$ cat config.mk
export PLATFORM = sky130hd
export DESIGN_NAME = vga_timing_gen
export DESIGN_NICKNAME = d
export VERILOG_FILES = /design/src/rtl/vga_timing_gen.sv
export SDC_FILE = /design/constraint.sdc
export NUM_CORES = 1
export LEC_CHECK = 0
export ABC_AREA = 1
export CAP_MARGIN = 15
export CORE_AREA = 2 2 79 81
export DETAILED_ROUTE_END_ITERATION = 8
export DIE_AREA = 0 0 81 83
export PLACE_DENSITY = 0.62
export SLEW_MARGIN = 20
export SYNTH_ARGS = -nofsm -noshare
export SYNTH_HDL_FRONTEND = slang
export SYNTH_SLANG_ARGS = --single-unit
$ cat constraint.sdc
create_clock -name clk -period 1.53 [get_ports clk]
set_input_delay 0.3825 -clock clk [delete_from_list [all_inputs] [get_ports clk]]
set_output_delay 0.3825 -clock clk [all_outputs]
set_load 0.01 [all_outputs]
$ cat src/rtl/vga_timing_gen.sv
// vga_timing_gen: divides clk to a pixel tick and generates the raster position,
// sync pulses and bright window, with syncs/bright delayed by SYNC_DELAY pixel ticks.
module vga_timing_gen #(
   parameter int CLK_DIV     = 4,
   parameter int H_TOTAL     = 800,
   parameter int H_SYNC      = 96,
   parameter int H_VIS_START = 144,
   parameter int H_VIS_END   = 784,
   parameter int V_TOTAL     = 525,
   parameter int V_SYNC      = 2,
   parameter int V_VIS_START = 35,
   parameter int V_VIS_END   = 515,
   parameter int SYNC_DELAY  = 1
) (
   input  logic       clk,
   input  logic       rst_l,
   output logic [9:0] hCount,
   output logic [9:0] vCount,
   output logic       bright,
   output logic       hSync,
   output logic       vSync,
   output logic       pix_tick,
   output logic       line_start,
   output logic       frame_start
);
   localparam int DW = $clog2(CLK_DIV);
   logic [DW-1:0] r_div;
   logic [9:0]    r_h, r_v, w_h_nxt, w_v_nxt;
   logic          w_adv, w_h_wrap, w_hs0, w_vs0, w_b0, r_hs0, r_vs0, r_b0;
   assign w_adv    = r_div == DW'(CLK_DIV - 1);
   assign w_h_wrap = r_h == 10'(H_TOTAL - 1);
   assign w_h_nxt  = w_h_wrap ? 10'd0 : r_h + 10'd1;
   assign w_v_nxt  = !w_h_wrap ? r_v : (r_v == 10'(V_TOTAL - 1)) ? 10'd0 : r_v + 10'd1;
   // stage 0 decodes the next position so it lands together with the counters
   assign w_hs0 = w_h_nxt >= 10'(H_SYNC);
   assign w_vs0 = w_v_nxt >= 10'(V_SYNC);
   assign w_b0  = w_h_nxt >= 10'(H_VIS_START) && w_h_nxt < 10'(H_VIS_END) &&
                  w_v_nxt >= 10'(V_VIS_START) && w_v_nxt < 10'(V_VIS_END);
   assign hCount = r_h;
   assign vCount = r_v;
   always_ff @(posedge clk or negedge rst_l)
      if (!rst_l) begin
         r_div       <= '0;
         r_h         <= '0;
         r_v         <= '0;
         r_hs0       <= 1'b1;
         r_vs0       <= 1'b1;
         r_b0        <= 1'b0;
         pix_tick    <= 1'b0;
         line_start  <= 1'b0;
         frame_start <= 1'b0;
      end else begin
         r_div       <= w_adv ? '0 : r_div + DW'(1);
         pix_tick    <= w_adv;
         line_start  <= w_adv && w_h_nxt == 10'd0;
         frame_start <= w_adv && w_h_nxt == 10'd0 && w_v_nxt == 10'd0;
         if (w_adv) begin
            r_h   <= w_h_nxt;
            r_v   <= w_v_nxt;
            r_hs0 <= w_hs0;
            r_vs0 <= w_vs0;
            r_b0  <= w_b0;
         end
      end
   if (SYNC_DELAY == 0) begin : g_nodly
      assign {hSync, vSync, bright} = {r_hs0, r_vs0, r_b0};
   end else begin : g_dly
      logic [2:0] r_pipe [SYNC_DELAY];
      always_ff @(posedge clk or negedge rst_l)
         if (!rst_l) begin
            for (int i = 0; i < SYNC_DELAY; i++) r_pipe[i] <= 3'b110;
         end else if (w_adv) begin
            r_pipe[0] <= {r_hs0, r_vs0, r_b0};
            for (int i = 1; i < SYNC_DELAY; i++) r_pipe[i] <= r_pipe[i-1];
         end
      assign {hSync, vSync, bright} = r_pipe[SYNC_DELAY-1];
   end
endmodule

==> summary by stage, run 1 <==
Worst setup path
For the worst setup path, the data arrival time is approximately 2.1 ns. The element type at the critical path end is a flop. The delay of the slowest cell on the worst path is 0.39 ns. The worst reg2reg path depth is 13. The signal on the critical path passes through ha_4 > nand2_4 > nor2_4 > buf_6 > nand2_8 > nor2_8 > nand2_1 > nand2_2 > nand2_2 > nor3_2 > nand2_1 > nand2_1 > o21ai_1.

At the worst endpoint, the required time is around 1.8 ns. The number of buffers and inverters on the critical path is 1. The most used cell along the critical path is sky130_fd_sc_hd__nand2_1. The family with the most delay on the worst path is simple AND/OR/NAND/NOR gates. STA classifies the critical path startpoint as a flop. In this run the worst path has a maximum fanout of 5. The cell at the slowest stage of the critical path is sky130_fd_sc_hd__dfrtp_1. The critical path is of the flop to flop type.

The critical path crosses 13 cells after its start point.

Timing
Setup violations remaining at the end of the flow were counted as 15. Timing would allow up to 0.535 GHz. The final clock period utilization by the worst path is 122%. The routed design could run at a clock period as short as 1.87 ns.

The setup skew after layout is 0.00756 ns. For the pin with the worst max-slew slack, the measured transition is 0.258 ns. Headroom to the max-slew limit came out at 82.6%. Across all setup checks in the final design, the least slack found is -0.340 ns. The number of max-slew violations in the final report is 0. Setup repair after global routing could not meet its margin everywhere. The number of failing hold endpoints at the final stage is 0. Final hold analysis gives a worst-case slack of between 0.4 and 0.5 ns.

Synth
The number of warnings printed during yosys synthesis is 0. The flip-flop and latch count after synthesis is 31. The share of synthesized area in the top cell type comes to 33.8%. The mapped netlist covers 2000 um^2. After synthesis, the most frequently instantiated cells are 97 x sky130_fd_sc_hd__nand2_1, 32 x sky130_fd_sc_hd__inv_1, 27 x sky130_fd_sc_hd__dfrtp_1.

The distinct cell type count after synthesis is 33. The async set-reset flop share out of synthesis is 100%. Sorting the synthesized cells by area gives the leading types as sky130_fd_sc_hd__dfrtp_1 34%, sky130_fd_sc_hd__nand2_1 18%, sky130_fd_sc_hd__nand3_1 6.5%, sky130_fd_sc_hd__inv_1 6.0%, sky130_fd_sc_hd__dfstp_2 5.3%. The number of synthesized flops with an enable pin is 0. The count of mapped cells out of synthesis is 278. The biggest area consumer among synthesized cells is sky130_fd_sc_hd__dfrtp_1. The sequential element share of the synthesized area is 39.0%. Counting every net in the synthesized netlist gives approximately 290. The most common flop cell mapped by yosys is sky130_fd_sc_hd__dfrtp_1. The mean instance size in the synthesized netlist is 7.20 um^2. The most used standard cell by instance count after synthesis is sky130_fd_sc_hd__nand2_1.

Route
The final layout contains routed wiring with a total length of between 6 and 7 mm. The first routing iteration left approximately 140 violations. Signal routing reaches up to met4. The detail-routed net length per standard cell is 13.4 um.

In the detailed route, the total length drawn on met3 is 261 um. The routed length on met1 is 2.80 mm. Using the TritonRoute via totals, the vias-per-cell ratio works out to 4.85. The antenna violation net count after detailed routing is 0. The post-route DRC violation count is 0. The met2 routed wirelength is 2.95 mm. Detailed routing inserted a total of approximately 2.2k vias.

The iteration count of the initial detailed-routing pass is 5.

Finish
The finished cells cover 3310 um^2. From synthesis to final layout, the design area changed by 65.1%. The number of antenna diodes is 0. The number of nets in the layout is 390. Once layout is complete, the utilization of the core stands at 56.8%. Once layout is complete, the cells apart from fillers number 459. The proportion of layout cells with a drive suffix above 1 is 41.1%.

Clock network
The maximum buffer depth of the clock tree is 2. The CTS tree is yes. For the worst-skew pair, the clock arrives at the later sink with an insertion delay of between 0.2 and 0.3 ns.

The number of levels in the clock H-tree is 2. In this run, post-CTS hold repair placed 0 buffers. Clock tree synthesis selected as its root buffer the cell sky130_fd_sc_hd__clkbuf_8. For this design, the sink count on the clock tree is 31. The clock slew seen by the registers of the worst setup and hold paths is approximately 0.070 ns. The number of buffers added by the clock tree synthesis step is 5.

Power
The leakage power is 0.00177 uW. The power per unit of standard cell area is 518 nW/um^2. IR analysis of the VDD net gives a maximum drop of 324 uV.

Floorplanning
Measured along the x axis, the die boundary spans 81 um. The floorplan step set the die height to just over 80 um. The initial utilization of the core area, before any placement, comes to 34.4%. The overall die area is 6720 um^2. The region available for standard cell placement spans approximately 5800 um^2.

The number of top-level pins is 28. The floorplan has 28 rows.

Placement
Input and output buffers added on the ports amount to 27. The half-perimeter wire length of the detailed placement result is 4.01 mm. The routability-driven placement congestion ratio is roughly 0.91. The cell total after placement is 433. The placed instances occupy a cell area of 2810 um^2.

Global route
The remaining global-route overflow is 0. The wire length of the first global-routing pass is ~9.7 mm. The global routing usage summed across all routing layers is between 15 and 20%. The via count of the first global-routing pass is a little over 2k. The initial antenna violation count was 0. The pin count of the biggest net entering global routing is 32.

Min path
The tightest min-delay check is of the flop to flop type. Counting instances, the worst hold path has a depth of 1.

Status
The run finished, with violations left. The checks that failed: negative setup slack.

Flow run
The number of max-cap violations is 0.
## cells by family after synthesis
family | after synthesis | share of synthesized area [%]
compound gates | 30 | 8.44
xor+xnor | 4 | 1.75
fa+ha+maj | 5 | 3.13
buf+inv | 40 | 8.00
flops | 31 | 39.0
simple gates | 168 | 39.7
## routing by layer
layer / GRT usage, % / up-vias
met3: 3.37 / 11
li1: - / 1089
met2: 26.7 / 68
met4: 7.55 / 0
met5: 0 / -
met1: 26.3 / 1056
## flip-flops by register name (all words and copies together), names as in the netlist
signal        count
line_start        1
hCount           10
frame_start       1
g_dly.r_pipe      3
vCount           10
r_vs0             1
r_b0              1
r_div             2
r_hs0             1
pix_tick          1
## power breakdown
part | internal [uW] | switching [uW] | leakage (uW)
combinational | 7.50 | 16.8 | 0.00130
clock | 527 | 342 | 0.0000612
sequential | 820 | 0 | 0.000404
total | 1350 | 359 | 0.00177
## path summary, 6_finish.rpt
check	start	end	slack, ns
min	r_div[0]	r_div[0]	0.42
max reg2reg	hCount[0]	r_vs0	-0.34
max	hCount[0]	r_vs0	-0.34
min reg2reg	r_div[0]	r_div[0]	0.42
max in group asynchronous	rst_l	r_vs0	0.83
min in group asynchronous	rst_l	hCount[4]	0.45
## layout by cell type (no fill, tap or decap), types with 2 or more instances in the layout
master and instances:
sky130_fd_sc_hd__nand3_2 6, sky130_fd_sc_hd__nor2_2 8, sky130_fd_sc_hd__nand4_1 3, sky130_fd_sc_hd__o21ai_1 7, sky130_fd_sc_hd__o21ai_2 5, sky130_fd_sc_hd__nand3_1 20, sky130_fd_sc_hd__a21oi_1 2, sky130_fd_sc_hd__buf_6 11
sky130_fd_sc_hd__o21ai_0 10, sky130_fd_sc_hd__ha_1 4, sky130_fd_sc_hd__inv_1 32, sky130_fd_sc_hd__dlygate4sd2_1 14, sky130_fd_sc_hd__nand3_4 3, sky130_fd_sc_hd__nand2_2 23, sky130_fd_sc_hd__nand2_1 76, sky130_fd_sc_hd__nor2_4 9
sky130_fd_sc_hd__xnor2_1 2, sky130_fd_sc_hd__dfstp_2 4, sky130_fd_sc_hd__dfrtp_1 27, sky130_fd_sc_hd__o21a_1 3, sky130_fd_sc_hd__clkbuf_8 6, sky130_fd_sc_hd__nand2_4 5, sky130_fd_sc_hd__buf_12 2, sky130_fd_sc_hd__buf_4 63
sky130_fd_sc_hd__nor2_1 11, sky130_fd_sc_hd__clkdlybuf4s15_1 10, sky130_fd_sc_hd__clkbuf_2 2
## through the flow
step	setup TNS [ns]	power, uW	worst slack, ns
final	-2.40	1710	-0.340
after global routing	-4.58	1770	-0.484
after CTS	-2.05	1720	-0.313
after detailed placement	-1.80	861	-0.331
after global placement	-1.53	861	-0.322
after floorplan	-0.767	835	-0.215
## timing repair
item	4_1_cts	5_1_grt
setup buffers	9	8
gates resized for setup	66	50
pin swaps	14	21
endpoints found under the setup margin	42	30
cloned	2	0
## area by class of cell
type	instances	area, um^2
timing repair buffer	103	880
clock buffer	6	82.6
clock inverter	2	35.0
tap	75	93.8
sequential	31	781
fill	531	2510
multi-input combinational	209	1310
inverter	33	124
(Power assumes the default switching activity.)
==> inputs of run 2 (changes only) <==
- CELL_PAD_IN_SITES_DETAIL_PLACEMENT: unset -> 0
- CELL_PAD_IN_SITES_GLOBAL_PLACEMENT: unset -> 1
- PLACE_DENSITY: 0.62 -> 0.79
==> summary by stage, run 2 (synthesized netlist as in run 1, its figures left out) <==
Power
The leakage power was 0.00175 uW (-1.0%). The peak ir drop on the vdd network is 364 uV (+12%). The power per unit of standard cell area is 460 nW/um^2 (-11%). The total power draw came to 1460 uW (-15%).

Global route
The via count of the first global-routing pass is 2023 (-0.83%). The global routing usage summed across all routing layers was 17.8% (-0.53 points). The wire length of the first global-routing pass is 9.38 mm (-3.4%). The pin count of the biggest net entering global routing is 32 (unchanged). The initial antenna violation count is 0 (unchanged). The remaining global-route overflow is 0 (unchanged).

Route
The post-route DRC violation count came to 0 (unchanged). The total length of routed wires is 5.76 mm (-6.2%). The iteration count of the initial detailed-routing pass is 4 (-1). The iteration-0 DRC count of the detailed router came to 81 (-43%). The count of vias placed by the detailed router is 2115 (-4.9%). The detail-routed via count per cell came to 4.61 (-4.9%).

The detail-routed net length per standard cell came to 12.5 um (-6.2%). The antenna violation net count after detailed routing is 0 (unchanged).

Clock network
The maximum buffer depth of the clock tree is 2 (unchanged). The clock slew seen by the registers of the worst setup and hold paths was 0.06 ns (about the same). The number of levels in the clock H-tree was 2 (unchanged). The count of hold-fix buffers inserted at cts is 0 (unchanged). TritonCTS built the clock tree. The number of buffers added by the clock tree synthesis step is 5 (unchanged). The cell chosen for the clock root is sky130_fd_sc_hd__clkbuf_8. The source-to-sink clock delay at the later pin of the worst-skew pair was 0.28 ns (about the same).

The sink count of the clock tree is 31 (unchanged).

Worst setup path
The end of the worst register-to-register path is r_b0. The kind of launch point of the worst setup path is a flop. The worst register-to-register path begins at hCount[0]. The reg2reg setup slack is -0.29 ns (+0.05 ns). The critical path is of the flop to flop type. The required time of the critical path is 1.70 ns (-0.05 ns). The highest fanout seen on the critical path is 7 (+2). The element type at the critical path end is a flop. The worst reg2reg path depth is 13 (unchanged).

The critical path data arrival time is 1.99 ns (-0.10 ns).

Timing
The setup skew after layout is 0.0113 ns (+0.00375 ns). The final worst setup slack was -0.290 ns (+0.0497 ns). The final clock period utilization by the worst path is 119% (-3.2 points). The tightest slew margin relative to the limit is 79.6% (-3.0 points). Setup repair after global routing could not meet its margin everywhere. The time the worst path needs with I/O delays and setup is 1.82 ns (-0.0497 ns).

The number of failing hold endpoints at the final stage is 0 (unchanged). The setup violation total in the final timing report came to 12 (-3). The transition time at the pin with the least slew margin came to 0.306 ns (+0.0472 ns). The number of max-slew violations in the final report is 0 (unchanged). The maximum clock frequency was 0.549 GHz (+2.7%).

Flow run
The number of max-cap violations is 0 (unchanged).

Floorplanning
The cell row count is 28 (unchanged). The overall die area is 6720 um^2 (unchanged). The floorplan die height is 83 um (unchanged).

The area of the core is 5820 um^2 (unchanged). The number of top-level pins is 28 (unchanged). The die outline width is 81 um (unchanged).

The initial standard-cell utilization of the core was 34.4% (unchanged).

Finish
The number of nets in the layout was 391 (+0.26%). The number of antenna diodes is 0 (unchanged). The area growth from synthesis to layout is 58.6%.

The proportion of layout cells with a drive suffix above 1 is 37.8% (-3.4 points). In the layout the commonest cells are 84 x sky130_fd_sc_hd__nand2_1, 68 x sky130_fd_sc_hd__buf_4, 29 x sky130_fd_sc_hd__inv_1, 26 x sky130_fd_sc_hd__dfrtp_1, 21 x sky130_fd_sc_hd__nand3_1. The number of cells in the finished layout apart from fillers is 459 (unchanged). The most frequent standard cell in the layout excluding fill and tap cells is sky130_fd_sc_hd__nand2_1.

The utilization after layout came to 54.6% (-2.3 points).

Min path
The hold-critical path depth is 1 (unchanged). The path category of the worst min-delay check is flop to flop. The startpoint identified for the worst hold timing path is r_div[0]. For hold timing, the worst endpoint is r_div[0].

Placement
The setup slack at placement is -0.371 ns (-0.0403 ns). The number of I/O port buffers is 27 (unchanged). The routability-driven placement congestion ratio is 0.876 (-3.9%). The half-perimeter wire length of the detailed placement result is 4.00 mm (-0.29%). The cell total after placement was 438 (+1.2%).

Status
The final reports fail on negative setup slack. The flow ran to the end, but the final reports show violations.
-- run 2: changes by cell type in the layout (fill, tap and decap cells not counted), sizes merged --
| cell | previous run | this run |
|---|---|---|
| dlygate4sd2 | 14 | 17 |
| nor2 | 29 | 28 |
| buf | 76 | 79 |
| clkinv | 1 | 0 |
| clkdlybuf4s15 | 10 | 6 |
| dlymetal6s2s | 0 | 1 |
| bufinv | 1 | 0 |
-- run 2: worst max path at each step --
stage          startpoint          end  cells after the start
6_report        hCount[0]         r_b0                     13
5_1_grt         hCount[0]  frame_start                     11
4_1_cts         hCount[1]         r_b0                     13
3_5_place_dp    hCount[1]         r_b0                     13
3_3_place_gp    hCount[0]         r_b0                     13
2_1_floorplan   hCount[0]         r_b0                     11
-- run 2: cell type report --
| type | count | area [um^2] |
|---|---|---|
| Inverter | 33 | 124 |
| Tap cell | 75 | 93.8 |
| Timing Repair Buffer | 105 | 873 |
| Fill cell | 565 | 2640 |
| Multi-Input combinational cell | 208 | 1220 |
| Clock buffer | 7 | 76.3 |
| Sequential cell | 31 | 782 |
-- run 2: worst max-delay path, cell delays in order (launching register included) --
cell	delay, ns
sky130_fd_sc_hd__dfrtp_1	0.39
sky130_fd_sc_hd__ha_4	0.17
sky130_fd_sc_hd__nand2_4	0.07
sky130_fd_sc_hd__nor2_4	0.18
sky130_fd_sc_hd__nand3_4	0.18
sky130_fd_sc_hd__buf_6	0.17
sky130_fd_sc_hd__nand2_2	0.05
sky130_fd_sc_hd__nand2_2	0.05
sky130_fd_sc_hd__nor2_2	0.14
sky130_fd_sc_hd__nand3_1	0.09
sky130_fd_sc_hd__nand2_1	0.07
sky130_fd_sc_hd__nand2_1	0.05
sky130_fd_sc_hd__nand3_1	0.06
sky130_fd_sc_hd__nand2_1	0.05
-- run 2: report_power, final --
group,switching [uW],leakage (uW),total [uW],internal [uW]
sequential,0,0.000402,820,820
clock,303,0.0000383,616,313
combinational,17.0,0.00131,24.5,7.50
-- run 2: what timing repair did --
| item | in CTS | in global routing |
|---|---|---|
| pin swaps | 14 | 9 |
| gates cloned | 1 | 0 |
| buffers inserted | 8 | 6 |
| resized for setup | 58 | 34 |
| setup endpoints to repair | 39 | 26 |
-- run 2: metal layers --
| metal | track usage, % | up-vias | routed length (um) |
|---|---|---|---|
| met3 | 4.24 | 10 | 257 |
| met4 | 5.39 | 0 | 106 |
| met5 | 0 | - | 0 |
| met1 | 24.4 | 964 | 2660 |
| met2 | 27.5 | 48 | 2740 |
| li1 | - | 1093 | - |
-- run 2: stage by stage --
step / hold WS (ns) / TNS [ns] / instance area, um^2
after floorplan: 0.0869 / -0.767 / 2010
after global placement: 0.414 / -1.63 / 2840
after detailed placement: 0.417 / -2.01 / 2840
after CTS: 0.425 / -1.27 / 3050
after global routing: 0.454 / -3.87 / 3170
final: 0.422 / -1.59 / 3170
==> inputs of run 3 (changes only) <==
- ABC_AREA: 1 -> unset
- CORE_AREA: 2 2 79 81 -> 2 2 78 80
- DIE_AREA: 0 0 81 83 -> 0 0 80 82
- PLACE_DENSITY: 0.79 -> 0.76
==> summary by stage, run 3 <==
Floorplanning
The cell row count is 28 (unchanged). The initial standard-cell utilization of the core is 33.9% (-0.52 points). The area of the core is 5750 um^2 (-1.2%). The number of top-level pins is 28 (unchanged). The overall die area came to 6560 um^2 (-2.4%).

The die outline width came to 80 um (-1.2%). The floorplan die height is 82 um (-1.2%).

Placement
The number of I/O port buffers is 27 (unchanged). The half-perimeter wire length of the detailed placement result was 4.11 mm (+2.8%). The routability-driven placement congestion ratio came to 0.838 (-4.3%). The setup slack at placement is -0.603 ns (-0.232 ns).

Clock network
The clock slew seen by the registers of the worst setup and hold paths is 0.08 ns (+0.02 ns). The source-to-sink clock delay at the later pin of the worst-skew pair is 0.29 ns (about the same). The number of levels in the clock H-tree came to 2 (unchanged). The CTS tree is yes. The number of buffers added by the clock tree synthesis step came to 5 (unchanged). The cell chosen for the clock root is sky130_fd_sc_hd__clkbuf_8. The maximum buffer depth of the clock tree is 2 (unchanged). The sink count of the clock tree is 31 (unchanged).

Synth
The proportion of netlist area held by the largest area contributor is 34.7% (+0.93 points). The net count after synthesis was 213 (-25%). The number of synthesized flops with an enable pin is 0 (unchanged).

The most common cell in the synthesized netlist is sky130_fd_sc_hd__dfrtp_1. The area share of xor/xnor cells in the synthesized design came to 4.50% (+2.7 points). The mux cell area share after synthesis is 6.17% (+6.2 points). The sequential element share of the synthesized area is 40.1% (+1.1 points). The number of warnings printed during yosys synthesis is 0 (unchanged).

The cell area after synthesis was 1950 um^2 (-2.7%). The complex-gate fraction of the synthesized area was 15.8% (+7.4 points). The area fraction in and, or, nand and nor cells after synthesis is 25.4% (-14 points). After synthesis, the largest family of logic cells by area is simple AND/OR/NAND/NOR gates.

By count the netlist is led by 27 x sky130_fd_sc_hd__dfrtp_1, 17 x sky130_fd_sc_hd__nand2_1, 16 x sky130_fd_sc_hd__nor2_1. The async set-reset flop share out of synthesis is 100% (unchanged). The mean instance size in the synthesized netlist is 9.46 um^2 (+31%). The flip-flop and latch count after synthesis is 31 (unchanged). The count of mapped cells out of synthesis was 206 (-26%). After synthesis, the cell types taking the most area are sky130_fd_sc_hd__dfrtp_1 35%, sky130_fd_sc_hd__dfstp_2 5.4%, sky130_fd_sc_hd__xnor2_1 4.5%, sky130_fd_sc_hd__mux2_2 3.5%, sky130_fd_sc_hd__nand2_1 3.3%. The adder-cell share of the synthesized area is 3.21% (+0.086 points). The distinct cell type count after synthesis is 52 (+58%). The biggest area contributor in the post-synthesis netlist is sky130_fd_sc_hd__dfrtp_1. The most used flip-flop cell after synthesis is sky130_fd_sc_hd__dfrtp_1.

Power
The leakage power is 0.00170 uW (-2.9%). The power per unit of standard cell area was 499 nW/um^2 (+8.5%). The total power draw was 1710 uW (+17%). The peak ir drop on the vdd network is 382 uV (+4.8%).

Finish
The footprint of the flip-flops and latches is 791 um^2 (+1.1%). The number of nets in the layout came to 325 (-17%). The number of filler instances in the final layout is 508 (-10%). The area growth from synthesis to layout is 75.9%. The proportion of layout cells with a drive suffix above 1 is 56.1% (+18 points).

The top cell types in the final layout, fill and taps aside, are 72 x sky130_fd_sc_hd__buf_4, 22 x sky130_fd_sc_hd__buf_6, 19 x sky130_fd_sc_hd__dfrtp_1, 13 x sky130_fd_sc_hd__nand2_1, 12 x sky130_fd_sc_hd__nor2_1. The total area of multi-input combinational cells is 1360 um^2 (+11%). The number of antenna diodes came to 0 (unchanged). The most frequent standard cell in the layout excluding fill and tap cells is sky130_fd_sc_hd__buf_4.

Worst setup path
The element type at the critical path end is a flop. The required time of the critical path came to 1.74 ns (+0.04 ns). The critical path data arrival time is 2.28 ns (+0.29 ns). The worst setup path category is flop to flop. The worst setup path is launched from a flop. The highest fanout seen on the critical path came to 4 (-3).

Global route
The global routing usage summed across all routing layers is 20.8% (+3.1 points). The via count of the first global-routing pass is 2067 (+2.2%). The pin count of the biggest net entering global routing was 32 (unchanged). The wire length of the first global-routing pass came to 10.4 mm (+11%). The remaining global-route overflow is 0 (unchanged). The initial antenna violation count is 0 (unchanged).

Timing
The number of failing hold endpoints at the final stage is 0 (unchanged). The setup violation total in the final timing report was 20 (+8). The number of max-slew violations in the final report is 0 (unchanged). The final worst setup slack is -0.548 ns (-0.257 ns). The tightest slew margin relative to the limit is 75.2% (-4.4 points). The transition time at the pin with the least slew margin was 0.369 ns (+0.0637 ns). The final clock period utilization by the worst path came to 136% (+17 points). The time the worst path needs with I/O delays and setup is 2.08 ns (+0.257 ns).

The maximum clock frequency is 0.481 GHz (-12%). Setup repair after global routing could not meet its margin everywhere. The setup skew after layout came to 0.00793 ns (-0.00339 ns).

Route
The detail-routed via count per cell is 5.24 (+14%). The count of vias placed by the detailed router is 2064 (-2.4%). The iteration-0 DRC count of the detailed router is 117 (+44%). The detail-routed net length per standard cell was 16.3 um (+30%). The antenna violation net count after detailed routing is 0 (unchanged). The iteration count of the initial detailed-routing pass is 4 (unchanged). The total length of routed wires is 6.42 mm (+12%).

The post-route DRC violation count is 0 (unchanged).

Min path
The min-delay analysis places its worst path in the category flop to flop.

Flow run
The number of max-cap violations was 0 (unchanged).

Status
The final reports fail on negative setup slack. The flow ran to the end, but the final reports show violations.
-- run 3: changes by cell type after synthesis, moves of 6 or more --
cell / delta
sky130_fd_sc_hd__nand3_1: -15
sky130_fd_sc_hd__o21ai_0: -13
sky130_fd_sc_hd__nand2_1: -80
sky130_fd_sc_hd__mux2_2: +6
sky130_fd_sc_hd__inv_1: -27
sky130_fd_sc_hd__nand2_2: -7
sky130_fd_sc_hd__xnor2_1: +8
-- run 3: repair_timing --
action                                  in CTS  in global routing
gates resized for setup                    106                 41
hold buffers                                 0                  0
endpoints found under the hold margin        0                  0
endpoints found under the setup margin      47                 30
pin swaps                                   19                  7
setup buffers                               11                 14
-- run 3: per-stage QoR --
stage	TNS [ns]	util (%)	hold WS [ns]	cell area, um^2	cells
floorplan	-4.52	-	0.0869	2000	206
detailed placement	-5.85	49.0	0.448	2820	364
global placement	-5.34	49.0	0.414	2820	364
global route	-7.36	59.6	0.477	3430	394
finish	-5.80	59.6	0.458	3430	394
CTS	-4.68	55.5	0.460	3190	382
-- run 3: routing by layer --
metal	up-vias	part of all wire [%]	track usage [%]
li1	989	-	-
met1	1016	42	24.8
met2	44	53	37.3
met3	15	3.2	3.63
met4	0	2.2	8.31
met5	-	0	0
-- run 3: final timing paths --
check	to	slack [ns]	startpoint	cells after the start
worst max-delay path	r_b0	-0.55	hCount[5]	6
worst min-delay path	r_div[0]	0.46	r_div[0]	1
worst max register to register	r_b0	-0.55	hCount[5]	6
worst min register to register	r_div[0]	0.46	r_div[0]	1
max in group asynchronous	g_dly.r_pipe[1]	0.80	rst_l	2
min in group asynchronous	hCount[6]	0.48	rst_l	2
-- run 3: logic make-up after synthesis --
logic type               Yosys count
AND/OR/NAND/NOR                   85
AO/OA/AOI/OAI                     44
flip-flops                        31
buffers and inverters             20
multiplexers                      11
XOR/XNOR                          10
adder cells (fa/ha/maj)            5
-- run 3: final cells by class --
type / instances / share of cell area [%]
clock buffer: 6 / 2.41
timing repair buffer: 120 / 30.4
clock inverter: 2 / 1.02
sequential: 31 / 23.1
multi-input combinational: 155 / 39.8
tap: 75 / 2.74
inverter: 5 / 0.548
-- run 3: where the power goes --
part | internal, uW | total [uW] | switching [uW]
combinational | 7.49 | 25.1 | 17.6
sequential | 819 | 819 | 0
clock | 527 | 867 | 340
total | 1350 | 1710 | 358
-- run 3: critical path, cell delays in order (launching register included) --
cell and delay [ns]:
sky130_fd_sc_hd__dfrtp_1 0.42, sky130_fd_sc_hd__or2_4 0.27, sky130_fd_sc_hd__or3_4 0.38, sky130_fd_sc_hd__a22o_1 0.25
sky130_fd_sc_hd__or2_1 0.26, sky130_fd_sc_hd__a211o_1 0.25, sky130_fd_sc_hd__a31oi_1 0.17
